--- config.mk ---
export PLATFORM = sky130hd
export DESIGN_NAME = mult_error_profiler
export DESIGN_NICKNAME = d
export VERILOG_FILES = /design/src/rtl/mult_prof_pkg.sv /design/src/rtl/mult_prof_lfsr.sv /design/src/rtl/mult_error_profiler.sv
export SDC_FILE = /design/constraint.sdc
export NUM_CORES = 1
export LEC_CHECK = 0
export ABC_AREA = 1
export CAP_MARGIN = 5
export CORE_MARGIN = 2
export CORE_UTILIZATION = 53
export CTS_CLUSTER_DIAMETER = 30
export DETAILED_ROUTE_END_ITERATION = 6
export PLACE_DENSITY = 0.85
export SETUP_SLACK_MARGIN = 0.4
export SYNTH_ARGS = -nofsm -noshare
export SYNTH_HDL_FRONTEND = slang
export SYNTH_SLANG_ARGS = --single-unit
--- constraint.sdc ---
create_clock -name clk -period 3.1 [get_ports clk]
set_clock_uncertainty 0.2 [all_clocks]
set_input_delay 0.775 -clock clk [delete_from_list [all_inputs] [get_ports clk]]
set_output_delay 0.775 -clock clk [all_outputs]
set_load 0.01 [all_outputs]
--- src/rtl/mult_prof_pkg.sv ---
// rtl/mult_prof_pkg.sv - shared types, LFSR taps, edge-case operand table and width helper
package mult_prof_pkg;

  typedef enum logic [1:0] {IDLE, RUN, REPORT} state_t;

  localparam logic [31:0] TAPS_N8  = 32'h0000_B400;
  localparam logic [31:0] TAPS_N16 = 32'hA300_0000;

  typedef enum logic [1:0] {EC_ZERO, EC_MAX, EC_ONE} edge_code_t;

  localparam edge_code_t EDGE_A [5] = '{EC_ZERO, EC_MAX, EC_ONE, EC_MAX, EC_ZERO};
  localparam edge_code_t EDGE_B [5] = '{EC_ZERO, EC_MAX, EC_ONE, EC_ZERO, EC_MAX};

  function automatic int cnt_width(input int samples);
    return $clog2(samples + 1);
  endfunction

  function automatic logic [31:0] lfsr_taps(input int n);
    return (n == 16) ? TAPS_N16 : TAPS_N8;
  endfunction

  function automatic logic [15:0] edge_operand(input int idx, input logic sel_b, input int n);
    edge_code_t code;
    logic [15:0] maxv;
    maxv = (n == 16) ? 16'hFFFF : 16'h00FF;
    code = sel_b ? EDGE_B[idx % 5] : EDGE_A[idx % 5];
    case (code)
      EC_MAX:  return maxv;
      EC_ONE:  return 16'd1;
      default: return 16'd0;
    endcase
  endfunction

endpackage

--- src/rtl/mult_prof_lfsr.sv ---
// rtl/mult_prof_lfsr.sv - 2N-bit right-shifting Galois LFSR operand source
module mult_prof_lfsr
  import mult_prof_pkg::*;
#(
  parameter int              N    = 8,
  parameter logic [2*N-1:0]  SEED = 'hACE1
) (
  input  logic           clk,
  input  logic           rst,
  input  logic           step,
  output logic [2*N-1:0] state
);

  localparam logic [2*N-1:0] TAPS     = (2*N)'(lfsr_taps(N));
  localparam logic [2*N-1:0] SEED_EFF = (SEED == '0) ? (2*N)'(1) : SEED;

  logic [2*N-1:0] state_q, state_d;

  always_comb begin
    state_d = state_q;
    if (step) state_d = (state_q >> 1) ^ (state_q[0] ? TAPS : '0);
  end

  always_ff @(posedge clk) begin
    if (rst) state_q <= SEED_EFF;
    else     state_q <= state_d;
  end

  assign state = state_q;

endmodule

--- src/rtl/mult_error_profiler.sv ---
// rtl/mult_error_profiler.sv - multiplier stimulus/capture engine; MULT_EDGE_CASES_EN adds edge pairs and approx range check
module mult_error_profiler
  import mult_prof_pkg::*;
#(
  parameter int             N       = 8,
  parameter int             SAMPLES = 256,
  parameter logic [2*N-1:0] SEED    = 'hACE1,
  parameter int             CW      = cnt_width(SAMPLES)
) (
  input  logic              clk,
  input  logic              rst,
  input  logic              start,
  output logic              busy,
  output logic [N-1:0]      op_a,
  output logic [N-1:0]      op_b,
  input  logic [2*N-1:0]    exact_in,
  input  logic [2*N-1:0]    approx_in,
  input  logic [2*N-1:0]    error_in,
  output logic              result_valid,
  input  logic              result_ready,
  output logic [2*N+CW-1:0] err_sum,
  output logic [2*N+CW-1:0] exact_sum,
  output logic [2*N-1:0]    err_max,
  output logic [CW-1:0]     nz_cnt
);

`ifdef MULT_EDGE_CASES_EN
  localparam bit EDGE_EN  = 1'b1;
  localparam bit RANGE_EN = 1'b1;
`else
  localparam bit EDGE_EN  = 1'b0;
  localparam bit RANGE_EN = 1'b0;
`endif

  localparam int             AW         = 2*N + CW;
  localparam logic [2*N-1:0] MAXV       = (2*N)'((64'd1 << N) - 64'd1);
  localparam logic [2*N-1:0] APPROX_LIM = MAXV * MAXV;

  state_t          state_q, state_d;
  logic            busy_q, busy_d, valid_q, valid_d;
  logic [N-1:0]    op_a_q, op_a_d, op_b_q, op_b_d;
  logic [CW-1:0]   cnt_q, cnt_d, nz_q, nz_d;
  logic [AW-1:0]   err_sum_q, err_sum_d, exact_sum_q, exact_sum_d;
  logic [2*N-1:0]  err_max_q, err_max_d;
  logic [2*N-1:0]  lfsr_state;
  logic            step, load, sample_nz;
  logic [31:0]     load_idx;

  mult_prof_lfsr #(.N(N), .SEED(SEED)) u_lfsr (
    .clk   (clk),
    .rst   (rst),
    .step  (step),
    .state (lfsr_state)
  );

  assign sample_nz = (error_in != '0) || (RANGE_EN && (approx_in > APPROX_LIM));

  always_comb begin
    state_d     = state_q;
    busy_d      = busy_q;
    valid_d     = valid_q;
    op_a_d      = op_a_q;
    op_b_d      = op_b_q;
    cnt_d       = cnt_q;
    nz_d        = nz_q;
    err_sum_d   = err_sum_q;
    exact_sum_d = exact_sum_q;
    err_max_d   = err_max_q;
    load        = 1'b0;
    load_idx    = 32'd0;
    step        = 1'b0;
    case (state_q)
      IDLE: if (start) begin
        state_d     = RUN;
        busy_d      = 1'b1;
        cnt_d       = '0;
        nz_d        = '0;
        err_sum_d   = '0;
        exact_sum_d = '0;
        err_max_d   = '0;
        load        = 1'b1;
      end
      RUN: begin
        err_sum_d   = err_sum_q + AW'(error_in);
        exact_sum_d = exact_sum_q + AW'(exact_in);
        err_max_d   = (error_in > err_max_q) ? error_in : err_max_q;
        nz_d        = nz_q + CW'(sample_nz);
        cnt_d       = cnt_q + CW'(1);
        if (cnt_q == CW'(SAMPLES - 1)) begin
          state_d = REPORT;
          busy_d  = 1'b0;
          valid_d = 1'b1;
        end else begin
          load     = 1'b1;
          load_idx = 32'(cnt_q) + 32'd1;
        end
      end
      REPORT: if (result_ready) begin
        state_d = IDLE;
        valid_d = 1'b0;
      end
      default: state_d = IDLE;
    endcase
    // The LFSR always holds the next unconsumed pair, so it only steps when that pair is taken.
    if (load) begin
      if (EDGE_EN && (load_idx < 32'd5)) begin
        op_a_d = N'(edge_operand(int'(load_idx), 1'b0, N));
        op_b_d = N'(edge_operand(int'(load_idx), 1'b1, N));
      end else begin
        op_a_d = lfsr_state[N-1:0];
        op_b_d = lfsr_state[2*N-1:N];
        step   = 1'b1;
      end
    end
  end

  always_ff @(posedge clk) begin
    if (rst) begin
      state_q     <= IDLE;
      busy_q      <= 1'b0;
      valid_q     <= 1'b0;
      op_a_q      <= '0;
      op_b_q      <= '0;
      cnt_q       <= '0;
      nz_q        <= '0;
      err_sum_q   <= '0;
      exact_sum_q <= '0;
      err_max_q   <= '0;
    end else begin
      state_q     <= state_d;
      busy_q      <= busy_d;
      valid_q     <= valid_d;
      op_a_q      <= op_a_d;
      op_b_q      <= op_b_d;
      cnt_q       <= cnt_d;
      nz_q        <= nz_d;
      err_sum_q   <= err_sum_d;
      exact_sum_q <= exact_sum_d;
      err_max_q   <= err_max_d;
    end
  end

  assign busy         = busy_q;
  assign result_valid = valid_q;
  assign op_a         = op_a_q;
  assign op_b         = op_b_q;
  assign err_sum      = err_sum_q;
  assign exact_sum    = exact_sum_q;
  assign err_max      = err_max_q;
  assign nz_cnt       = nz_q;

endmodule
After elaboration in Yosys (flattened, before gate mapping)
Cells that the tools add are included.
{ "totals": {"out_inout_bits": 93, "input_bits": 52, "word_cells": 57, "regBits": 120} }
{ "classes": {"n_eq_ne": 7, "bitwise_logic": 1, "reduce_logical": 9, "muxes": 24, "add_sub_neg": 4, "order_cmp": 1} }
{ "ops": {"columns": ["cell", "n"], "rows": [
  ["one-hot mux 25 bit (2 select lines)", 2],
  ["adder 25 x 16 -> 25 bit", 2],
  ["two-way mux 16 bit", 3],
  ["one-hot mux 9 bit (2 select lines)", 2],
  ["one-hot mux 16 bit (2 select lines)", 1],
  ["two-way mux 25 bit", 1],
  ["greater-than comparator 16 bit", 1],
  ["nonzero test 16 bit", 1],
  ["XOR 15 x 16 -> 16 bit", 1],
  ["AND reduction 3 bit", 4],
  ["adder 9 x 1 -> 9 bit", 1],
  ["adder 9 x 1 -> 9 bit, second input constant", 1],
  ["equality test 9 x 8 -> 1 bit, second input constant", 1],
  ["two-way mux 9 bit", 1],
  ["!= test 2 bit, second input constant", 4],
  ["two-way mux 1 bit", 7],
  ["two-way mux 2 bit", 3],
  ["one-hot mux 1 bit (2 select lines)", 3],
  ["one-hot mux 2 bit (3 select lines)", 1],
  ["nonzero test 2 bit", 2],
  ["equality test 2 x 1 -> 1 bit, second input constant", 1],
  ["equality test 2 bit, second input constant", 1],
  ["zero test 2 bit", 1],
  ["AND reduction 2 bit", 1]
]} }

Longest topological paths before layout
Gate-level depths: netlist of the first run.
{ "depth": {"word_depth": 4, "depth_mapped": 17, "ltp_nobuf": 16} }

Modules after synthesis
A second synthesis of the first run with hierarchy kept.
{ "unflattened": {"hier_cells": 1191, "area_unflattened_um2": 7738.7} }
{ "modules_own_cells": {"columns": ["mod", "cells_per_inst", "seq_area_each_um2", "area_per_inst_um2", "n_inst"], "rows": [
  ["mult_error_profiler", 1111, 2082.0, 7096.8, 1],
  ["mult_prof_lfsr", 80, 320.3, 641.9, 1]
]} }

Worst setup path after synthesis of the first run
Ideal clock, no wire load.
{ "synth_path": {"path_type": "input to register", "startpoint": "input port error_in[0]", "endpoint": "register err_sum_q[18], in the netlist err_sum[18]", "path_buffers": 0, "t_required_ps": 2785, "path_stages": 15, "t_arrival_ps": 2152, "setup_time_ps": 115, "slack_ps": 633, "cell_sequence": "ha_1 > inv_1 > fa_1 > inv_1 > nand3_1 > nand2_1 > nand2_1 > nand2_1 > nand2_1 > nand2_1 > nand2_1 > nand2_1 > nand3_1 > nand2_1 > nor2_1"} }
{ "synth_between": {"elab_chain_cells": 2} }
{ "synth_lines": {"columns": ["item", "line", "text"], "rows": [
  ["start, declared", "mult_error_profiler.sv:18", "input logic [2*N-1:0] error_in,"],
  ["adder 25 x 16 -> 25 bit", "mult_error_profiler.sv:84", "err_sum_d = err_sum_q + AW'(error_in);"],
  ["one-hot mux 25 bit (2 select lines)", "mult_error_profiler.sv:72", "case (state_q)"],
  ["end signal, assigned", "mult_error_profiler.sv:137", "err_sum_q <= err_sum_d;"],
  ["end, declared", "mult_error_profiler.sv:43", "logic [AW-1:0] err_sum_q, err_sum_d, exact_sum_q, exact_sum_d;"]
]} }
Every way passes these cells.
A chain may end at the register's enable or synchronous reset.

Worst setup path in the final report of the first run
{ "layout_path": {"startpoint": "input port error_in[7]", "endpoint": "register nz_q[8], in the netlist nz_cnt[8]"} }
{ "layout_between": {"elab_chain_cells": 3} }
{ "layout_lines": {"columns": ["item", "line", "text"], "rows": [
  ["nonzero test 16 bit", "mult_error_profiler.sv:56", "assign sample_nz = (error_in != '0) || (RANGE_EN && (approx_in > APPROX_LIM));"],
  ["adder 9 x 1 -> 9 bit", "mult_error_profiler.sv:87", "nz_d = nz_q + CW'(sample_nz);"],
  ["one-hot mux 9 bit (2 select lines)", "mult_error_profiler.sv:72", null],
  ["end signal, assigned", "mult_error_profiler.sv:136", "nz_q <= nz_d;"],
  ["end, declared", "mult_error_profiler.sv:42", "logic [CW-1:0] cnt_q, cnt_d, nz_q, nz_d;"]
]} }
Every way passes these cells.

==> results of run 1 <==
-- metal layers --
metal  track usage  up-vias
li1              -     3984
met3        0.0708       41
met5             0        -
met4         0.110        0
met1         0.361     3625
met2         0.442      242
-- placed cells by master (no fill, tap or decap), types with 6 or more instances in the layout --
master	n
o21ai_1	6
clkbuf_16	17
a21boi_0	15
nand2_2	15
nand4_1	12
clkdlybuf4s50_1	114
nand2_1	312
nor3_1	11
inv_1	118
or2_2	9
inv_2	6
nand3b_1	7
ha_1	48
a21oi_1	117
nor4_1	8
buf_4	56
o21ai_0	42
dfxtp_1	113
dlymetal6s2s_1	11
nand3_1	81
nor2_1	115
-- layout make-up --
type / instances / area, sq um
Fill cell: 1079 / 3620
Inverter: 125 / 472
Timing Repair Buffer: 185 / 1730
Clock inverter: 13 / 125
Clock buffer: 19 / 453
Multi-Input combinational cell: 839 / 4360
Sequential cell: 113 / 2260
Tap cell: 176 / 220
-- stage by stage --
step                power, mW  std cells  setup TNS (ps)
detailed placement       2.67       1436            -899
CTS                      4.58       1468               0
floorplan                2.26       1121               0
global route             4.81       1470               0
global placement         2.64       1436            -440
finish                   4.60       1470               0
-- state kept, by name, indices dropped and copies added, names as in the netlist --
signal	flops
cnt_q	9
result_valid	1
state_q	2
nz_cnt	9
exact_sum	25
busy	1
err_max	16
op_b	7
u_lfsr.state	10
op_a	8
err_sum	25
-- power groups by stage --
stage	sequential (mW)	clock [mW]	combinational, mW
after detailed placement	1.64	0	1.03
after global routing	1.62	2.01	1.18
after floorplan	1.66	0	0.599
final	1.61	1.92	1.06
after CTS	1.61	1.93	1.04
after global placement	1.64	0	1.01
-- cells by family after synthesis --
| group | Yosys count |
|---|---|
| flops | 113 |
| compound gates | 202 |
| fa+ha+maj | 54 |
| buf+inv | 169 |
| simple gates | 583 |
-- critical path: stages --
cell and delay [ps]:
clkdlybuf4s50_1 550, nor4_1 60, nand4_1 110, ha_2 200, ha_2 180, nand3_2 110, nor2_2 130, nand2_1 90
nor3b_2 250, nand2_1 100, o21ai_1 130, a21oi_1 50
-- repair_timing --
| action | CTS | global route |
|---|---|---|
| setup endpoints to repair | 10 | 41 |
| setup buffers | 0 | 2 |
| resized for setup | 11 | 45 |
| pin swaps | 2 | 12 |
-- path summary, 6_finish.rpt --
check | from | end | slack (ps) | depth (start not counted)
max | error_in[7] | nz_cnt[8]$_SDFFE_PP0P_ | 490 | 12
min | result_valid$_SDFFE_PP0P_ | result_valid$_SDFFE_PP0P_ | 250 | 2
max reg2reg | cnt_q[0]$_SDFFE_PP0P_ | u_lfsr.state[10]$_SDFFE_PP1P_ | 630 | 10
min reg2reg | result_valid$_SDFFE_PP0P_ | result_valid$_SDFFE_PP0P_ | 250 | 2
==> impl_metrics.csv, run 1 <==
group,metric,value,unit
synth,synth_most_common_cell,"nand2_1",
synth,synth_fa_ha_area_frac,0.0961,
place,place_area,8880,sq um
pwr,vdd_ir_drop_max,0.368,mV
synth,synth_compound_area_frac,0.152,
detailed_routing,top_layer,"met4",
clocking,clock_latency,430,ps
synth,synth_top_area_share,0.315,
sta,fin_ws,490,ps
synth,synthMuxAreaShare,0,
synth,async_flop_share,0,
sta,maxSlewViolCount,0,
global_route,overflow,0,
floorplan,die_area,14500,sq um
layout,antenna_cells,0,
pwr,pwr-share-seq,0.351,
pwr,p_per_area,478,nW/um^2
floorplan,dieHeight,120,um
clocking,cts_buffers,17,
pwr,p_leak,4.31,nW
global_route,grt_pass1_wl,33.0,mm
global_route,track_usage,0.278,
flow_run,drv_cap,0,
floorplan,start_util,0.543,
critical_path,worstSetupEndpointType,"flop",
synth,synth_largest_area_cell,"dfxtp_1",
global_route,antenna_found_initial,0,
sta,timing.fmax,383,MHz
layout,finalInstanceArea,9630,sq um
layout,layout-area-overhead-vs-synth,34.0,%
synth,synth_area_leaders,"dfxtp_1, nand2_1, ha_1",
pwr,switching_share,0.312,
detailed_routing,detailroute.wirelength.met3,1.28,mm
synth,synth.avg_cell_area,6.41,sq um
clocking,cts_tree,"built",
sta,maxSlewHeadroom,0.528,
floorplan,io_pins,145,
synth,synthSimpleGateAreaFrac,0.341,
synth,synth_nets,1227,
sta,finalSetupViolCount,0,
floorplan,core_area,13200,sq um
detailed_routing,drt-total-wl,20.3,mm
clocking,cts.sinks,113,
place,dpl.hpwl,14.4,mm
sta,timing.hold.ws,254,ps
run_status,status,"finished clean",
sta,rsz0062_at_grt,"yes",
critical_path,cp.required,3220,ps
synth,syn_inst,1121,
synth,synthFlopType,"dfxtp_1",
sta,period_share,0.842,
detailed_routing,drcViolationCount,0,
detailed_routing,viasPerCell,5.37,
layout,final_util,0.727,
pwr,internal-power,3.16,mW
layout,drive_above_1_share,0.112,
critical_path,cp_max_fo,3,
synth,yosysSeqAreaShare,0.315,
synth,synth_warnings,0,
floorplan,row_count,42,
synth,synthXorXnorAreaFrac,0,
synth,ys_ff_latch,113,
sta,finalHoldViolCount,0,
critical_path,worstPathArrival,2730,ps
detailed_routing,firstDrtPassIters,5,
detailed_routing,ant_nets,0,
place,gp_congestion,0.952,
synth,synth_common_cells,"nand2_1, a21oi_1, inv_1",
critical_path,setup.worst_path.class,"in -> reg",
global_route,grt_max_degree,58,
detailed_routing,wl_per_cell,13.8,um
detailed_routing,vias,7892,
synth,synth_top_family_by_area,"simple AND/OR/NAND/NOR gates",
global_route,grt_pass1_vias,7247,
place,dp_slack,-140,ps
pwr,pwr-share-comb,0.231,
min_path,min_path_type,"reg -> reg",
detailed_routing,routedLengthMet1,9.21,mm
synth,synth_edf_count,0,
synth,synth.distinct_cells,36,
pwr,clockPowerShare,0.418,
clocking,clock_path_buffers,2,
clocking,cts.clk_slew.worst_paths,60,ps
place,io_buffers,128,
detailed_routing,dr.first_iter.drc_count,713,
detailed_routing,route.met2.wl,9.29,mm
clocking,root_buffer,"clkbuf_16",
floorplan,dieWidth,120,um
clocking,cts_hold_buf,0,
sta,tightest_slew,706,ps
sta,period_needed,2610,ps
critical_path,critPathLaunchType,"input pin",
pwr,switchingPower,1.43,mW
synth,synth_area,7180,sq um
clocking,ctsHtreeMaxLevel,4,
layout,nets,1387,
No activity file was read; power rests on OpenSTA's default activity.
==> run 2, diff against run 1 <==
==> constraint.sdc (replaced) <==
create_clock -name clk -period 2.6 [get_ports clk]
set_clock_uncertainty 0.2 [all_clocks]
set_input_delay 0.65 -clock clk [delete_from_list [all_inputs] [get_ports clk]]
set_output_delay 0.65 -clock clk [all_outputs]
set_load 0.01 [all_outputs]
==> run 2 against run 1 <==
  * Hold slack improved by 10 ps
  * Combinational power up 72%
  * Largest cell class unchanged
  * Clock-buffer cell count fell by 1
  * Largest power group unchanged
  * Cell area up 17%
==> impl_metrics.csv, run 2 (synthesized netlist as in run 1, its figures left out) <==
group,metric,value,unit
run_status,status,"finished clean",
detailed_routing,viasPerCell,6.07,
critical_path,cp_max_fo,5,
sta,timing.hold.ws,264,ps
floorplan,dieWidth,120,um
sta,tightest_slew,449,ps
pwr,vdd_ir_drop_max,0.550,mV
sta,finalSetupViolCount,0,
detailed_routing,wl_per_cell,19.0,um
clocking,cts.clk_slew.worst_paths,60,ps
clocking,ctsHtreeMaxLevel,4,
detailed_routing,vias,9342,
floorplan,io_pins,145,
sta,period_needed,2350,ps
sta,maxSlewHeadroom,0.700,
sta,fin_ws,254,ps
sta,maxSlewViolCount,0,
sta,finalHoldViolCount,0,
place,gp_congestion,0.914,
detailed_routing,firstDrtPassIters,6,
global_route,grt_max_degree,77,
detailed_routing,drcViolationCount,0,
layout,final_cell_mix,"nand2_1, inv_1, buf_4, dfxtp_1, a21oi_1",
pwr,finalPower,6.15,mW
pwr,p_per_area,547,nW/um^2
clocking,cts.sinks,113,
global_route,antenna_found_initial,0,
clocking,root_buffer,"clkbuf_16",
critical_path,worstSetupEndpointType,"flop",
floorplan,dieHeight,120,um
place,dp_slack,-467,ps
min_path,worstHoldStart,"op_b[4]$_SDFFE_PP0P_",
floorplan,start_util,0.543,
floorplan,core_area,13200,sq um
layout,finalInstanceArea,11300,sq um
sta,rsz0062_at_grt,"yes",
critical_path,cp.required,2710,ps
pwr,p_leak,5.49,nW
sta,period_share,0.902,
place,place_inst,1488,
clocking,clock_latency,430,ps
critical_path,r2r-start,"err_sum[3]$_SDFFE_PP0P_",
layout,layout_commonest_cell,"nand2_1",
layout,fillers,670,
floorplan,die_area,14500,sq um
layout,antenna_cells,0,
layout,stdcell_count,1539,
clocking,clock_path_buffers,2,
critical_path,path_cells,"clkdlybuf4s50_1, ha_4, nand2_2, nor2_1, nand2_1, nor2_1, nand2_1, nand3_2, nand3_1, nand2_1, nor2_1",
place,io_buffers,128,
clocking,cts_buffers,17,
detailed_routing,ant_nets,0,
global_route,overflow,0,
critical_path,critPathLaunchType,"input pin",
sta,tns,0,ps
layout,final_util,0.850,
global_route,grt_pass1_wl,36.7,mm
global_route,grt_pass1_vias,7895,
detailed_routing,dr.first_iter.drc_count,1318,
critical_path,max_stage_delay,440,ps
place,place_area,9360,sq um
global_route,track_usage,0.312,
detailed_routing,drt-total-wl,29.2,mm
flow_run,drv_cap,0,
layout,layout-area-overhead-vs-synth,56.6,%
floorplan,row_count,42,
min_path,min_path_type,"reg -> reg",
critical_path,slowest_stage,"clkdlybuf4s50_1",
critical_path,worstPathArrival,2460,ps
layout,drive_above_1_share,0.288,
layout,nets,1457,
sta,timing.fmax,426,MHz
critical_path,cp-startpoint,"exact_in[14]",
place,dpl.hpwl,14.7,mm
critical_path,setup.worst_path.class,"in -> reg",
clocking,cts_tree,"built",
[run 2: cell count changes in the layout (fill, tap and decap cells not counted), sizes merged]
cell and delta:
dlymetal6s2s +27, buf +80, inv -5, bufinv +2, clkinv +5, clkinvlp -1
clkbuf +4, dlygate4sd2 +34, clkdlybuf4s50 -77
[run 2: critical path: cells and delay by family]
family / cells / cell delay (ps)
AND/OR/NAND/NOR: 9 / 1030
adder cells (fa/ha/maj): 1 / 330
buffers and inverters: 1 / 440
[run 2: final cells by class]
type,instances,area [sq um],area share
Timing Repair Buffer,254,2330,0.207
Tap cell,176,220,0.0196
Clock inverter,13,165,0.0147
Clock buffer,18,429,0.0381
Timing Repair inverter,1,6.26,0.000556
Inverter,125,482,0.0428
Sequential cell,113,2280,0.203
Multi-Input combinational cell,839,5340,0.474
[run 2: routing by layer]
layer	share of wire	track usage	wire length [um]	up-vias
li1	-	-	-	4121
met1	0.37	0.394	10700	4237
met2	0.47	0.511	13600	769
met3	0.11	0.0745	3130	215
met4	0.063	0.129	1830	0
met5	0	0	0	-
[run 2: worst paths after layout]
check,endpoint,slack [ps],cells past startpoint
max,exact_sum[22]$_SDFFE_PP0P_,250,11
min,op_b[4]$_SDFFE_PP0P_,260,2
max reg2reg,err_sum[8]$_SDFFE_PP0P_,320,8
min reg2reg,op_b[4]$_SDFFE_PP0P_,260,2
[run 2: repair_timing]
item	CTS	global route
hold buffers	0	0
pin swaps	36	63
gates cloned	1	0
resized for setup	175	229
endpoints found under the setup margin	122	122
buffers inserted	13	6
[run 2: power breakdown]
| part | internal (mW) | switching, mW |
|---|---|---|
| clock network | 1.50 | 0.888 |
| logic | 0.801 | 1.01 |
| registers | 1.85 | 0.105 |
